==> config.mk <==
export PLATFORM = sky130hd
export DESIGN_NAME = branch_predictor_resolver_flat
export DESIGN_NICKNAME = d
export VERILOG_FILES = /design/src/rtl/branch_predictor_resolver_pkg.sv /design/src/rtl/branch_predictor_resolver_if.sv /design/src/rtl/branch_predictor_resolver_counter_table.sv /design/src/rtl/branch_predictor_resolver.sv /design/src/flat_wrapper.sv
export SDC_FILE = /design/constraint.sdc
export NUM_CORES = 1
export LEC_CHECK = 0
export CORE_MARGIN = 2
export CORE_UTILIZATION = 62
export CTS_BUF_LIST = sky130_fd_sc_hd__clkbuf_8 sky130_fd_sc_hd__clkbuf_16
export DETAILED_ROUTE_END_ITERATION = 7
export MAX_ROUTING_LAYER = met4
export PLACE_DENSITY = 0.84
export SYNTH_ARGS = -nofsm -noshare
export SYNTH_HDL_FRONTEND = slang
export SYNTH_SLANG_ARGS = --single-unit
==> constraint.sdc <==
create_clock -name clock -period 22 [get_ports clock]
set_input_delay 6.6 -clock clock [delete_from_list [all_inputs] [get_ports clock]]
set_output_delay 6.6 -clock clock [all_outputs]
set_load 0.02 [all_outputs]
==> src/rtl/branch_predictor_resolver_pkg.sv <==
// branch_predictor_resolver_pkg
// Shared definitions for the branch predictor resolver: condition-code
// constants, branch-word field positions, FSM state encoding, the counter
// reset value and small helper functions for condition evaluation and
// saturating counter update.
// Optional feature macro used by the files of this slice: BRANCH_PREDICTOR_STATS_EN.
package branch_predictor_resolver_pkg;

  // Condition codes carried in the branch word
  localparam logic [2:0] COND_ALWAYS = 3'b000;
  localparam logic [2:0] COND_CY     = 3'b001;
  localparam logic [2:0] COND_NCY    = 3'b010;
  localparam logic [2:0] COND_WZ     = 3'b011;
  localparam logic [2:0] COND_WNZ    = 3'b100;
  localparam logic [2:0] COND_WNEG   = 3'b101;
  localparam logic [2:0] COND_WPOS   = 3'b110;
  localparam logic [2:0] COND_NEVER  = 3'b111;

  // Branch-word field positions
  localparam int BR_VALID_BIT = 21;
  localparam int BR_COND_HI   = 20;
  localparam int BR_COND_LO   = 18;
  localparam int BR_TGT_HI    = 10;
  localparam int BR_TGT_LO    = 0;

  // FSM state encoding
  localparam logic [1:0] ST_IDLE      = 2'd0;
  localparam logic [1:0] ST_PREDICT   = 2'd1;
  localparam logic [1:0] ST_WAIT_EXEC = 2'd2;

  // Counters come out of reset weakly not taken
  localparam logic [1:0] CTR_RESET = 2'b01;

  // Actual branch outcome for a condition code given W and CY
  function automatic logic cond_taken(input logic [2:0] code,
                                      input logic [15:0] w,
                                      input logic cy);
    logic taken;
    case (code)
      COND_ALWAYS: taken = 1'b1;
      COND_CY:     taken = cy;
      COND_NCY:    taken = ~cy;
      COND_WZ:     taken = (w == 16'h0000);
      COND_WNZ:    taken = (w != 16'h0000);
      COND_WNEG:   taken = w[15];
      COND_WPOS:   taken = ~w[15];
      COND_NEVER:  taken = 1'b0;
      default:     taken = 1'b0;
    endcase
    return taken;
  endfunction

  // Unconditional codes neither consult nor train the counter table
  function automatic logic is_conditional(input logic [2:0] code);
    return (code != COND_ALWAYS) && (code != COND_NEVER);
  endfunction

  // 2-bit saturating counter step
  function automatic logic [1:0] ctr_next(input logic [1:0] ctr, input logic taken);
    logic [1:0] nxt;
    nxt = ctr;
    if (taken && ctr != 2'b11) nxt = ctr + 2'b01;
    else if (!taken && ctr != 2'b00) nxt = ctr - 2'b01;
    return nxt;
  endfunction

endpackage

==> src/rtl/branch_predictor_resolver_if.sv <==
// branch_predictor_resolver_if
// Bundles the latched branch inputs coming from the predictor input latch and
// the prediction/resolution outputs going to fetch.
//   slave  modport: used by branch_predictor_resolver (latched_* in, results out)
//   master modport: used by the producer/consumer side (latched_* out, results in)
// With BRANCH_PREDICTOR_STATS_EN defined, stat_resolved/stat_mispredicts are added.
interface branch_predictor_resolver_if;
  logic [21:0] latched_branch;
  logic [10:0] latched_branch_addr;
  logic [15:0] latched_W;
  logic        latched_CY;
  logic        latched_exec_done;
  logic        busy;
  logic        predict_valid;
  logic        predict_taken;
  logic [10:0] predict_addr;
  logic        resolve_valid;
  logic        mispredict;
  logic [10:0] redirect_addr;
`ifdef BRANCH_PREDICTOR_STATS_EN
  logic [15:0] stat_resolved;
  logic [15:0] stat_mispredicts;
`endif

  modport slave (
`ifdef BRANCH_PREDICTOR_STATS_EN
    output stat_resolved, output stat_mispredicts,
`endif
    input  latched_branch, input latched_branch_addr, input latched_W,
    input  latched_CY, input latched_exec_done,
    output busy, output predict_valid, output predict_taken, output predict_addr,
    output resolve_valid, output mispredict, output redirect_addr
  );

  modport master (
`ifdef BRANCH_PREDICTOR_STATS_EN
    input  stat_resolved, input stat_mispredicts,
`endif
    output latched_branch, output latched_branch_addr, output latched_W,
    output latched_CY, output latched_exec_done,
    input  busy, input predict_valid, input predict_taken, input predict_addr,
    input  resolve_valid, input mispredict, input redirect_addr
  );
endinterface

==> src/rtl/branch_predictor_resolver_counter_table.sv <==
// bp_counter_table
// 2^IDX_W entries of 2-bit saturating counters.
//   clock, reset : clock and asynchronous active-high reset (entries -> 01)
//   rd_idx/rd_data : combinational lookup port
//   wr_en/wr_idx/wr_taken : synchronous saturating increment/decrement
module bp_counter_table
  import branch_predictor_resolver_pkg::*;
#(
  parameter int IDX_W = 6
) (
  input  logic             clock,
  input  logic             reset,
  input  logic [IDX_W-1:0] rd_idx,
  output logic [1:0]       rd_data,
  input  logic             wr_en,
  input  logic [IDX_W-1:0] wr_idx,
  input  logic             wr_taken
);
  localparam int DEPTH = 1 << IDX_W;

  logic [1:0] ctr_q [DEPTH];
  logic [1:0] ctr_d [DEPTH];

  always_comb begin
    ctr_d = ctr_q;
    if (wr_en) ctr_d[wr_idx] = ctr_next(ctr_q[wr_idx], wr_taken);
  end

  always_ff @(posedge clock or posedge reset) begin
    if (reset) begin
      for (int i = 0; i < DEPTH; i++) ctr_q[i] <= CTR_RESET;
    end else begin
      ctr_q <= ctr_d;
    end
  end

  assign rd_data = ctr_q[rd_idx];
endmodule

==> src/rtl/branch_predictor_resolver.sv <==
// branch_predictor_resolver
// Accepts a latched branch, predicts its direction from a table of 2-bit
// counters, waits for execution to finish, then resolves the real outcome,
// trains the table and reports mispredict plus the correct next PC.
//   clock, reset : system clock, asynchronous active-high reset
//   bus (slave)  : latched branch inputs in, busy/predict_*/resolve_* out
// Optional: BRANCH_PREDICTOR_STATS_EN adds saturating stat_resolved and
// stat_mispredicts counters on the interface.
module branch_predictor_resolver
  import branch_predictor_resolver_pkg::*;
#(
  parameter int IDX_W = 6
) (
  input  logic                        clock,
  input  logic                        reset,
  branch_predictor_resolver_if.slave  bus
);
  logic [1:0]       state_q, state_d;
  logic [IDX_W-1:0] idx_q, idx_d;
  logic [2:0]       code_q, code_d;
  logic [10:0]      target_q, target_d;
  logic [10:0]      fall_q, fall_d;
  logic             predict_valid_q, predict_valid_d;
  logic             predict_taken_q, predict_taken_d;
  logic [10:0]      predict_addr_q, predict_addr_d;
  logic             resolve_valid_q, resolve_valid_d;
  logic             mispredict_q, mispredict_d;
  logic [10:0]      redirect_addr_q, redirect_addr_d;

  logic [1:0]       rd_data;
  logic             wr_en;
  logic             actual_taken;
  logic             lookup_taken;
  logic [2:0]       in_code;
  logic [10:0]      in_target;
  logic [10:0]      in_fall;
  logic             unused_branch_bits;

  assign in_code   = bus.latched_branch[BR_COND_HI:BR_COND_LO];
  assign in_target = bus.latched_branch[BR_TGT_HI:BR_TGT_LO];
  assign in_fall   = bus.latched_branch_addr + 11'd1;
  assign unused_branch_bits = ^bus.latched_branch[17:11];

  // Outcome is always evaluated on the W/CY presented in the exec_done cycle
  assign actual_taken = cond_taken(code_q, bus.latched_W, bus.latched_CY);

  bp_counter_table #(.IDX_W(IDX_W)) u_table (
    .clock    (clock),
    .reset    (reset),
    .rd_idx   (bus.latched_branch_addr[IDX_W-1:0]),
    .rd_data  (rd_data),
    .wr_en    (wr_en),
    .wr_idx   (idx_q),
    .wr_taken (actual_taken)
  );

  always_comb begin
    case (in_code)
      COND_ALWAYS: lookup_taken = 1'b1;
      COND_NEVER:  lookup_taken = 1'b0;
      default:     lookup_taken = rd_data[1];
    endcase
  end

  always_comb begin
    state_d         = state_q;
    idx_d           = idx_q;
    code_d          = code_q;
    target_d        = target_q;
    fall_d          = fall_q;
    predict_valid_d = 1'b0;
    predict_taken_d = predict_taken_q;
    predict_addr_d  = predict_addr_q;
    resolve_valid_d = 1'b0;
    mispredict_d    = mispredict_q;
    redirect_addr_d = redirect_addr_q;
    wr_en           = 1'b0;
    case (state_q)
      // exec_done is deliberately ignored here, even alongside a new branch
      ST_IDLE: begin
        if (bus.latched_branch[BR_VALID_BIT]) begin
          idx_d           = bus.latched_branch_addr[IDX_W-1:0];
          code_d          = in_code;
          target_d        = in_target;
          fall_d          = in_fall;
          predict_valid_d = 1'b1;
          predict_taken_d = lookup_taken;
          predict_addr_d  = lookup_taken ? in_target : in_fall;
          state_d         = ST_PREDICT;
        end
      end
      ST_PREDICT, ST_WAIT_EXEC: begin
        if (bus.latched_exec_done) begin
          resolve_valid_d = 1'b1;
          mispredict_d    = actual_taken != predict_taken_q;
          redirect_addr_d = actual_taken ? target_q : fall_q;
          wr_en           = is_conditional(code_q);
          state_d         = ST_IDLE;
        end else begin
          state_d = ST_WAIT_EXEC;
        end
      end
      default: state_d = ST_IDLE;
    endcase
  end

  always_ff @(posedge clock or posedge reset) begin
    if (reset) begin
      state_q         <= ST_IDLE;
      idx_q           <= '0;
      code_q          <= '0;
      target_q        <= '0;
      fall_q          <= '0;
      predict_valid_q <= 1'b0;
      predict_taken_q <= 1'b0;
      predict_addr_q  <= '0;
      resolve_valid_q <= 1'b0;
      mispredict_q    <= 1'b0;
      redirect_addr_q <= '0;
    end else begin
      state_q         <= state_d;
      idx_q           <= idx_d;
      code_q          <= code_d;
      target_q        <= target_d;
      fall_q          <= fall_d;
      predict_valid_q <= predict_valid_d;
      predict_taken_q <= predict_taken_d;
      predict_addr_q  <= predict_addr_d;
      resolve_valid_q <= resolve_valid_d;
      mispredict_q    <= mispredict_d;
      redirect_addr_q <= redirect_addr_d;
    end
  end

  assign bus.busy          = (state_q != ST_IDLE);
  assign bus.predict_valid = predict_valid_q;
  assign bus.predict_taken = predict_taken_q;
  assign bus.predict_addr  = predict_addr_q;
  assign bus.resolve_valid = resolve_valid_q;
  assign bus.mispredict    = mispredict_q;
  assign bus.redirect_addr = redirect_addr_q;

`ifdef BRANCH_PREDICTOR_STATS_EN
  logic [15:0] stat_resolved_q, stat_resolved_d;
  logic [15:0] stat_mispredicts_q, stat_mispredicts_d;

  // Both counters step on the resolve edge and stick at all-ones
  always_comb begin
    stat_resolved_d    = stat_resolved_q;
    stat_mispredicts_d = stat_mispredicts_q;
    if (resolve_valid_d) begin
      if (stat_resolved_q != 16'hFFFF) stat_resolved_d = stat_resolved_q + 16'd1;
      if (mispredict_d && stat_mispredicts_q != 16'hFFFF)
        stat_mispredicts_d = stat_mispredicts_q + 16'd1;
    end
  end

  always_ff @(posedge clock or posedge reset) begin
    if (reset) begin
      stat_resolved_q    <= '0;
      stat_mispredicts_q <= '0;
    end else begin
      stat_resolved_q    <= stat_resolved_d;
      stat_mispredicts_q <= stat_mispredicts_d;
    end
  end

  assign bus.stat_resolved    = stat_resolved_q;
  assign bus.stat_mispredicts = stat_mispredicts_q;
`endif
endmodule
==> src/flat_wrapper.sv <==
// flat-port wrapper written by rule: the top's interface ports become plain ports
module branch_predictor_resolver_flat import branch_predictor_resolver_pkg::*;
#(
  parameter int IDX_W = 6
)
  (clock, reset, bus_latched_branch, bus_latched_branch_addr, bus_latched_W, bus_latched_CY, bus_latched_exec_done, bus_busy, bus_predict_valid, bus_predict_taken, bus_predict_addr, bus_resolve_valid, bus_mispredict, bus_redirect_addr);
  branch_predictor_resolver_if bus_i ();
  input  logic clock;
  input  logic reset;
  input wire logic [$bits(bus_i.latched_branch)-1:0] bus_latched_branch;
  input wire logic [$bits(bus_i.latched_branch_addr)-1:0] bus_latched_branch_addr;
  input wire logic [$bits(bus_i.latched_W)-1:0] bus_latched_W;
  input wire logic [$bits(bus_i.latched_CY)-1:0] bus_latched_CY;
  input wire logic [$bits(bus_i.latched_exec_done)-1:0] bus_latched_exec_done;
  output wire logic [$bits(bus_i.busy)-1:0] bus_busy;
  output wire logic [$bits(bus_i.predict_valid)-1:0] bus_predict_valid;
  output wire logic [$bits(bus_i.predict_taken)-1:0] bus_predict_taken;
  output wire logic [$bits(bus_i.predict_addr)-1:0] bus_predict_addr;
  output wire logic [$bits(bus_i.resolve_valid)-1:0] bus_resolve_valid;
  output wire logic [$bits(bus_i.mispredict)-1:0] bus_mispredict;
  output wire logic [$bits(bus_i.redirect_addr)-1:0] bus_redirect_addr;
  assign bus_i.latched_branch = bus_latched_branch;
  assign bus_i.latched_branch_addr = bus_latched_branch_addr;
  assign bus_i.latched_W = bus_latched_W;
  assign bus_i.latched_CY = bus_latched_CY;
  assign bus_i.latched_exec_done = bus_latched_exec_done;
  assign bus_busy = bus_i.busy;
  assign bus_predict_valid = bus_i.predict_valid;
  assign bus_predict_taken = bus_i.predict_taken;
  assign bus_predict_addr = bus_i.predict_addr;
  assign bus_resolve_valid = bus_i.resolve_valid;
  assign bus_mispredict = bus_i.mispredict;
  assign bus_redirect_addr = bus_i.redirect_addr;
  branch_predictor_resolver #(.IDX_W(IDX_W)) u_core (.clock(clock), .reset(reset), .bus(bus_i));
endmodule
# --- Yosys cells after proc, flatten, opt, wreduce, memory -nomap -nowiden ---
# Index checks and enable logic that the tools add are counted.
totals:
  ff_bits: 187
  inputBits: 53
op_classes:
  n_bitwise: 4
  n_mux: 25
  reduce_logical: 16
  n_addsub: 3
  n_eq_ne: 14
  n_lt_le_gt_ge: 3
op_table:
  columns: ["op", "n"]
  rows:
  - ["$bwmux W128", 1]
  - ["$bmux W2 S6", 2]
  - ["$mux W11", 2]
  - ["$mux W2", 10]
  - ["$logic_not A16 Y1", 1]
  - ["$reduce_bool A16 Y1", 1]
  - ["$eq A3 B3 Y1 const B", 5]
  - ["$ge A7 B7 Y1 const B", 2]
  - ["$not A6 Y7", 2]
  - ["$demux W2 S6", 1]
  - ["$add A11 B1 Y11 const B", 1]
  - ["$pmux W1 S8", 1]
  - ["$lt A7 B1 Y1 const B", 1]
  - ["$eq A3 B2 Y1 const B", 2]
  - ["$logic_not A3 Y1", 2]
  - ["$mux W1", 6]
  - ["$logic_and A1 B1 Y1", 4]
  - ["$ne A2 B2 Y1 const B", 2]
  - ["$pmux W2 S2", 1]
  - ["$reduce_and A2 Y1", 2]
  - ["$reduce_bool A2 Y1", 2]
  - ["$eq A3 B1 Y1 const B", 1]
  - ["$ne A3 B3 Y1 const B", 1]
  - ["$reduce_bool A3 Y1", 1]
  - ["other kinds (10)", 11]

# --- Longest topological paths before layout ---
# Gate-level depths: netlist of run 1.
depth:
  depth_word: 10
  ltp_mapped: 17
  mapped_depth_nobuf: 11

# --- Hierarchy ---
# From an unflattened synthesis of run 1, not the netlist that was laid out.
hier_totals:
  cells_unflattened: 1024
  area_unflattened_um2: 10659.0
by_module_without_submodules:
  columns: ["module", "instances", "cells_each", "area_each_um2"]
  rows:
  - ["bp_counter_table", 1, 758, 7952.6]
  - ["branch_predictor_resolver", 1, 266, 2706.3]

# --- Worst setup path before layout of run 1 ---
# Ideal clock, no wire load.
synth_timing:
  path_kind: "input-to-reg"
  start: "in bus_latched_branch_addr[0]"
  end: "reg u_core.predict_addr_q[0] (netlist: u_core.bus.predict_addr[0])"
  n_path_buf: 2
  setup_ps: 133
  arrival_time_ps: 8774
  path_slack_ps: 13093
  cell_stages: 9
  cell_sequence: "buf_4 > mux4_2 > mux4_2 > and2_1 > nor4_1 > o32ai_2 > buf_4 > mux2i_1 > o21ai_0"
synth_via:
  elab_chain_len: 6
synth_lines:
  columns: ["item", "line", "source"]
  rows:
  - ["from (decl)", "flat_wrapper.sv:11", "input wire logic [$bits(bus_i.latched_branch_addr)-1:0] bus_latched_branch_addr;"]
  - ["$not A6 Y7 (not written as such)", "branch_predictor_resolver_counter_table.sv:37", "assign rd_data = ctr_q[rd_idx];"]
  - ["$bmux W2 S6", "branch_predictor_resolver_counter_table.sv:37", null]
  - ["$mux W2 (not written as such) (2 in series)", "branch_predictor_resolver_counter_table.sv:37", null]
  - ["$pmux W1 S2", "branch_predictor_resolver.sv:58", "case (in_code)"]
  - ["$mux W11 (*)", "branch_predictor_resolver.sv:88", "predict_addr_d = lookup_taken ? in_target : in_fall;"]
  - ["to (signal assigned)", "branch_predictor_resolver.sv:128", "predict_addr_q <= predict_addr_d;"]
  - ["to (decl)", "branch_predictor_resolver.sv:25", "logic [10:0] predict_addr_q, predict_addr_d;"]
# Every way passes the cells marked *; elsewhere a longest branch is shown, timed or not. The select of a mux whose other input is x is not followed.
# A chain may end at the register's enable or synchronous reset.

# --- Final worst setup path of run 1 ---
layout_timing:
  start: "in bus_latched_branch_addr[2]"
  end: "reg u_core.predict_addr_q[2] (netlist: u_core.bus.predict_addr[2])"
# The elaborated chain is that of the path after synthesis.

==> summary.txt, run 1 <==
Run status
  • Status: completed

Logic synthesis
  • Synth top area cells: dfrtp_1, dfstp_2, mux2_2, mux4_2, nand2_1
  • Simple-Gate Fraction of Synth Area: about 15%
  • Most used flip-flop cell after synthesis: dfrtp_1
  • Synthesized Nets: slightly below 1000
  • Mux contribution to synthesized area: roughly 21%
  • Post-synthesis cell type count: 62
  • Mapped cell area: 9640 um^2
  • Post-synthesis register bit count: 187
  • Post-synthesis compound-gate area fraction: under 10%
  • Synth Area in XOR/XNOR: roughly 1.1%
  • Synth Area in Adders: 0.519%
  • Yosys top cell by area: dfrtp_1
  • Synthesized area per cell: about 11 um^2
  • Top cell type's share of synthesized area: 31.9%
  • Post-Synthesis Cells: slightly above 900
  • Largest family of logic cells by synthesized area: multiplexers
  • EDFF count, synth: 0
  • Async set-reset flop share out of synthesis: 100%
  • Syn. warnings: 0
  • Post-synthesis sequential area ratio: about half

Global route
  • First-pass GRT wire length: 39.5 mm
  • Largest net degree at the start of global routing: roughly 110
  • GR Util All Layers: between 30 and 40%
  • Antenna violations before repair: 0
  • Gr ovfl total: 0
  • Number of global-route vias before repair: ~7200

Worst setup path
  • Reg2reg setup slack: between 15000 and 20000 ps
  • Slowest cell on crit path: clkdlybuf4s50_1
  • Element type at the critical path end: flip-flop
  • Worst setup endpoint: u_core.bus.predict_addr[2]
  • Worst Path Required: roughly 22000 ps
  • Critical path class: input pin to flip-flop
  • Nature of the critical path startpoint: input pin
  • Worst Path Arrival: between 10000 and 15000 ps
  • Crit-path max FO: 19
  • Cell Chain, Critical Path: clkdlybuf4s50_1, mux4_2, mux4_2, and2_1, nor4_1, o32ai_2, buf_4, mux2i_1, mux2_2
  • Worst Setup SP: bus_latched_branch_addr[2]
  • Critical path's largest stage delay: 1260 ps
  • Reg2reg path depth: 12
  • Most frequent CP cell: mux4_2
  • Worst flop-to-flop path startpoint: u_core.idx_q[2]
  • Worst R2R End: u_core.u_table.ctr_q[124]

Route
  • Number of DRC markers in iteration 0: around 1000
  • Routed WL: between 20 and 25 mm
  • Routed Antenna Nets: 0
  • Vias: about 7500
  • Pre-antenna DRT Iters: 5
  • Average wire per standard cell: about 21 um
  • Via density: roughly 6.4
  • DRC Markers: 0

Timing
  • Final period utilization: approximately 45%
  • Fmax: just over 100 MHz
  • Slew Limit Fails: 0
  • Clk_skew: 9.63 ps
  • Setup TNS: 0 ps
  • Worst-margin pin slew: around 1200 ps
  • Final setup violation count: 0
  • RSZ-0062 raised after global routing: false
  • Final hold viol count: 0
  • Relative slew slack: roughly a fifth
  • Fin crit period: 9890 ps
  • Hold_ws: 466 ps

Clocking
  • Total CTS buffers: 17
  • Clock Path Buffers: 2
  • Clock Sink Count: 187
  • Post-CTS Setup Bufs: 0
  • CTS tree: yes
  • Hold buffer count at cts: 0
  • Worst-Skew Late Latency: approximately 430 ps
  • H-tree depth: 4
  • # resized after CTS: 0
  • CTS Root Cell: clkbuf_16
  • Clk pin slew, worst setup/hold paths: around 60 ps

Pwr
  • Leakage: 4.76 nW
  • Peak VDD IR: approximately 0.00021 V
  • Power per cell area: approximately 150 nW/um^2

Placed design
  • GP Congestion: about 0.9
  • Port bufs: 72
  • Post-detail-place hpwl: ~15 mm

Floorplanning
  • Initial core utilization: a little under two thirds
  • Die H: around 130 um
  • Cell row count: 45
  • Area of the core: approximately 15000 um^2
  • Io pins: 80
  • Die Area: between 15000 and 20000 um^2
  • Die Span X: around 130 um

Layout
  • Layout cell share with drive strength beyond 1: 22.5%
  • Storage cell area: 4760 um^2
  • Syn-to-layout area delta: 15.1%
  • Most common cell after layout, fill and taps aside: nand2_1
  • Area used by multi-input combinational logic: 4550 um^2
  • N_diodes: 0
  • Nets: 1017
  • Most frequent cells in the layout: nand2_1, dfrtp_1, o21ai_0, clkdlybuf4s50_1, mux2_2
  • # fillers: between 1000 and 1500

Run
  • Max-cap violations: 0

Min path
  • Hold Path Class: flip-flop to flip-flop
==> cell type report <==
cell class | count | area share [%]
clock inverter | 13 | 1.79
sequential | 187 | 42.9
timing repair buffer | 82 | 7.18
clock buffer | 18 | 3.96
tap | 188 | 2.12
multi-input combinational | 644 | 41.0
inverter | 28 | 0.993
==> cells by family after synthesis <==
family,after synthesis
adder cells (fa/ha/maj),4
buffers and inverters,84
AND/OR/NAND/NOR,333
AO/OA/AOI/OAI,140
XOR/XNOR,11
multiplexers,156
flip-flops,187
==> registers in the layout (all words and copies together), names as in the netlist <==
name / flops
u_core.u_table.ctr_q: 128
u_core.bus.predict_addr: 11
u_core.bus.redirect_addr: 11
u_core.fall_q: 11
u_core.target_q: 11
u_core.idx_q: 6
u_core.code_q: 3
u_core.state_q: 2
u_core.bus.mispredict: 1
u_core.bus.predict_taken: 1
u_core.bus.predict_valid: 1
u_core.bus.resolve_valid: 1
==> worst min-delay path by stage <==
stage / startpoint / endpoint / slack [ps] / cells after the start
after floorplan: u_core.u_table.ctr_q[100] / u_core.u_table.ctr_q[100] / 440 / 2
after global placement: u_core.u_table.ctr_q[102] / u_core.u_table.ctr_q[102] / 450 / 2
after detailed placement: u_core.u_table.ctr_q[98] / u_core.u_table.ctr_q[98] / 450 / 2
after CTS: u_core.u_table.ctr_q[98] / u_core.u_table.ctr_q[98] / 470 / 2
after global routing: u_core.u_table.ctr_q[98] / u_core.u_table.ctr_q[98] / 490 / 2
final: u_core.u_table.ctr_q[100] / u_core.u_table.ctr_q[100] / 470 / 2
==> Yosys cell counts, types with 2 or more instances <==
master,instances
or3b_2,4
o211ai_1,4
o31ai_1,7
nand4_1,2
a22oi_1,2
or2_2,2
o22ai_1,4
nand3_1,19
xnor2_1,8
nor2b_1,3
and2_1,10
a221oi_1,4
nor2_1,59
nand3b_1,5
nor3b_1,3
buf_1,4
nor4_1,6
xor2_1,2
mux4_2,34
o21ai_0,78
nor3_1,7
ha_1,4
dfstp_2,64
clkbuf_1,26
a21oi_1,7
a32o_1,2
buf_2,16
clkbuf_2,4
inv_1,26
a211oi_1,4
buf_4,6
o21ai_1,11
nand2_1,201
dfrtp_1,123
nand2b_1,3
mux2i_1,54
clkinv_1,2
and3_1,4
mux2_2,68
==> per-stage QoR <==
stage | total power [mW] | cell area (um^2) | utilization (%) | setup slack, ps | cells
6_report | 1.68 | 11100 | 72.9 | 12110 | 1160
5_1_grt | 1.78 | 11100 | 72.9 | 12140 | 1160
3_3_place_gp | 1.30 | 10500 | 68.7 | 11840 | 1129
3_5_place_dp | 1.33 | 10500 | 68.7 | 11840 | 1129
4_1_cts | 1.68 | 11100 | 72.9 | 12230 | 1160
2_1_floorplan | 1.09 | 9640 | - | 10420 | 915
==> power by group <==
group	internal, mW	switching (mW)	total, mW
sequential	0.492	0.0895	0.581
clock	0.204	0.130	0.334
combinational	0.273	0.495	0.768
==> critical path: cells and delay by family <==
family,cells,cell delay [ps]
AOI/OAI and AO/OA,1,130
buffers and inverters,2,1480
and+or+nand+nor,2,540
muxes,4,1430
==> routing by layer <==
layer  track usage (%)  wire length, um  part of all wire (%)  up-vias
met5                 -                0                     0        -
met4              10.5              676                   2.7        0
met3              9.27             2550                    10       66
met2              47.8            11700                    47      416
met1              43.3             9730                    39     3702
li1                  -                -                     -     3296
No activity file was read; power rests on OpenSTA's default activity.
==> run 2, diff against run 1 <==
- CORE_UTILIZATION: 62 -> 53
- PLACE_DENSITY: 0.84 -> 0.77
- clock period: 22 -> 8.8 ns (I/O delays scaled with it)
==> run 2 against run 1 <==
First-iteration DRC count down 28%; cell count grew 3.7%; sequential share of layout area unchanged; wire length down 3.9%; sequential power rose by 150%; clock power rose by 130%; largest cell class unchanged; highest routed layer unchanged.
==> summary.txt, run 2 (synthesis gave the netlist of run 1 again) <==
Worst setup path
  • Worst Path Arrival: 6060 ps (-4140 ps)
  • Slowest cell on crit path: clkdlybuf4s50_1
  • Worst Path Required: 9130 ps (-13180 ps)
  • Crit-path max FO: 19 (unchanged)
  • Family with the most delay on the worst path: buffers and inverters
  • Worst flop-to-flop path startpoint: u_core.idx_q[2]
  • Critical path's largest stage delay: 1140 ps (-120 ps)
  • Buf/Inv on CP: 2 (unchanged)
  • Reg2reg path depth: 12 (unchanged)
  • Critical path class: input pin to flip-flop
  • Cell Chain, Critical Path: clkdlybuf4s50_1, mux4_2, mux4_2, and2_1, nor4_1, o32ai_2, buf_4, mux2i_1, mux2_2
  • Worst R2R End: u_core.u_table.ctr_q[46]
  • Most frequent CP cell: mux4_2
  • Element type at the critical path end: flip-flop
  • Reg2reg setup slack: 4420 ps (-13110 ps)
  • Nature of the critical path startpoint: input pin

Timing
  • Final setup violation count: 0 (unchanged)
  • Post-route setup slack: 3070 ps (-9040 ps)
  • Slew Limit Fails: 0 (unchanged)
  • Worst-margin pin slew: 1150 ps (-39.0 ps)
  • Setup TNS: 0 ps (unchanged)
  • Fin crit period: between 5000 and 6000 ps
  • Fmax: around 170 MHz
  • Final hold viol count: 0 (unchanged)
  • Clk_skew: 9.25 ps (-0.378 ps)
  • RSZ-0062 raised after global routing: false
  • Hold_ws: 461 ps (-5.26 ps)
  • Final period utilization: 65.1%
  • Relative slew slack: 22.6% (+2.3 points)

Min path
  • Hold Startpoint: u_core.u_table.ctr_q[48]
  • Cells on Worst Hold Path: 2 (unchanged)
  • Hold Path Class: flip-flop to flip-flop
  • WHS Endpoint: u_core.u_table.ctr_q[48]

Layout
  • Area used by multi-input combinational logic: 4540 um^2 (-0.11%)
  • # fillers: 1442 (+40%)
  • Nets: 1018 (+0.098%)
  • Layout cell share with drive strength beyond 1: 22.6% (+0.056 points)
  • Biggest register: u_core.u_table.ctr_q
  • Syn-to-layout area delta: 15.1% (unchanged)
  • Most common cell after layout, fill and taps aside: nand2_1
  • Storage cell area: 4760 um^2 (unchanged)
  • Largest register FFs: 128 (unchanged)
  • Most frequent cells in the layout: nand2_1, dfrtp_1, o21ai_0, clkdlybuf4s50_1, mux2_2
  • N_diodes: 0 (unchanged)

Clocking
  • CTS tree: yes
  • Clock Sink Count: 187 (unchanged)
  • Hold buffer count at cts: 0 (unchanged)
  • Post-CTS Setup Bufs: 0 (unchanged)
  • Worst-Skew Late Latency: 450 ps (+20 ps)
  • H-tree depth: 4 (unchanged)
  • Total CTS buffers: 17 (unchanged)
  • CTS Root Cell: clkbuf_16
  • # resized after CTS: 0 (unchanged)
  • Clk pin slew, worst setup/hold paths: 70 ps (about the same)
  • Clock Path Buffers: 2 (unchanged)

Pwr
  • Leakage: 4.73 nW (-0.63%)
  • Peak VDD IR: 0.000433 V (+110%)
  • Power per cell area: 369 nW/um^2 (+140%)

Placed design
  • Post-detail-place hpwl: 15.3 mm (+0.37%)
  • Pre-CTS setup slack: 2670 ps (-9170 ps)
  • Port bufs: 72 (unchanged)
  • GP Congestion: 0.887 (-3.7%)

Route
  • Vias: 7186 (-3.9%)
  • Routed WL: 23.7 mm (-3.9%)
  • Number of DRC markers in iteration 0: 719 (-28%)
  • Routed Antenna Nets: 0 (unchanged)
  • DRC Markers: 0 (unchanged)
  • Pre-antenna DRT Iters: 6 (+1)
  • Via density: 5.97 (-7.4%)
  • Average wire per standard cell: 19.7 um (-7.3%)

Global route
  • Gr ovfl total: 0 (unchanged)
  • Largest net degree at the start of global routing: 103 (-2.8%)
  • First-pass GRT wire length: 38.7 mm (-2.0%)
  • GR Util All Layers: 26.3% (-5.9 points)
  • Antenna violations before repair: 0 (unchanged)
  • Number of global-route vias before repair: 7091 (-1.7%)

Run status
  • Status: completed

Floorplanning
  • Initial core utilization: 53.8% (-9.6 points)
  • Io pins: 80 (unchanged)
  • Die Area: 19300 um^2 (+16%)
  • Die Span X: 139 um (+7.9%)
  • Area of the core: 17900 um^2 (+18%)
  • Die H: 139 um (+7.9%)
  • Cell row count: 49 (+8.9%)

Run
  • Max-cap violations: 0 (unchanged)
## run 2: cell count changes in the layout (fill, tap and decap cells not counted), sizes merged
cell | before | now
clkinvlp | 0 | 2
buf | 10 | 11
bufinv | 5 | 2
clkinv | 5 | 7
## run 2: cell type report
class,instances,area share [%]
Clock buffer,18,3.96
Clock inverter,14,1.31
Inverter,28,0.993
Multi-Input combinational cell,644,41.0
Sequential cell,187,42.9
Tap cell,229,2.58
Timing Repair Buffer,83,7.24
## run 2: power by group
part           leakage, nW  internal, mW  total [mW]  switching (mW)
Clock                0.290         0.427       0.773           0.346
Sequential            2.27          1.23        1.44           0.212
Combinational         2.17         0.684        1.87            1.19
## run 2: layer usage
metal / global-route usage (%) / share of wire, %
met5: - / 0
met4: 9.20 / 2.5
met3: 5.56 / 7.5
met2: 40.4 / 47
met1: 35.0 / 43
## run 2: metrics by stage
step	area [um^2]	instances	power [mW]	util [%]
2_1_floorplan	9640	915	2.73	-
3_3_place_gp	10500	1171	3.27	58.7
3_5_place_dp	10500	1171	3.32	58.7
4_1_cts	11100	1203	4.10	61.9
5_1_grt	11100	1203	4.34	61.9
6_report	11100	1203	4.09	61.9
## run 2: how the worst max path moves through the flow
stage	start	depth (start not counted)	slack (ps)	end
after floorplan	reset	1	1180	u_core.bus.mispredict
after global placement	bus_latched_branch_addr[2]	9	2700	u_core.bus.predict_addr[2]
after detailed placement	bus_latched_branch_addr[2]	9	2670	u_core.bus.predict_addr[2]
after CTS	bus_latched_branch_addr[2]	9	3120	u_core.bus.predict_addr[2]
after global routing	bus_latched_branch_addr[2]	9	2960	u_core.bus.predict_addr[2]
final	bus_latched_branch_addr[2]	9	3070	u_core.bus.predict_addr[2]
## run 2: worst register-to-register path, stage by stage (launching register included)
cell and delay [ps]:
dfrtp_2 340, buf_4 550, inv_1 410, a221oi_1 280
o21ai_0 140, a211o_1 340, nor4b_4 490, ha_1 290
a21bo_2 240, and2_1 200, xor2_4 130, buf_4 520
o21ai_0 330
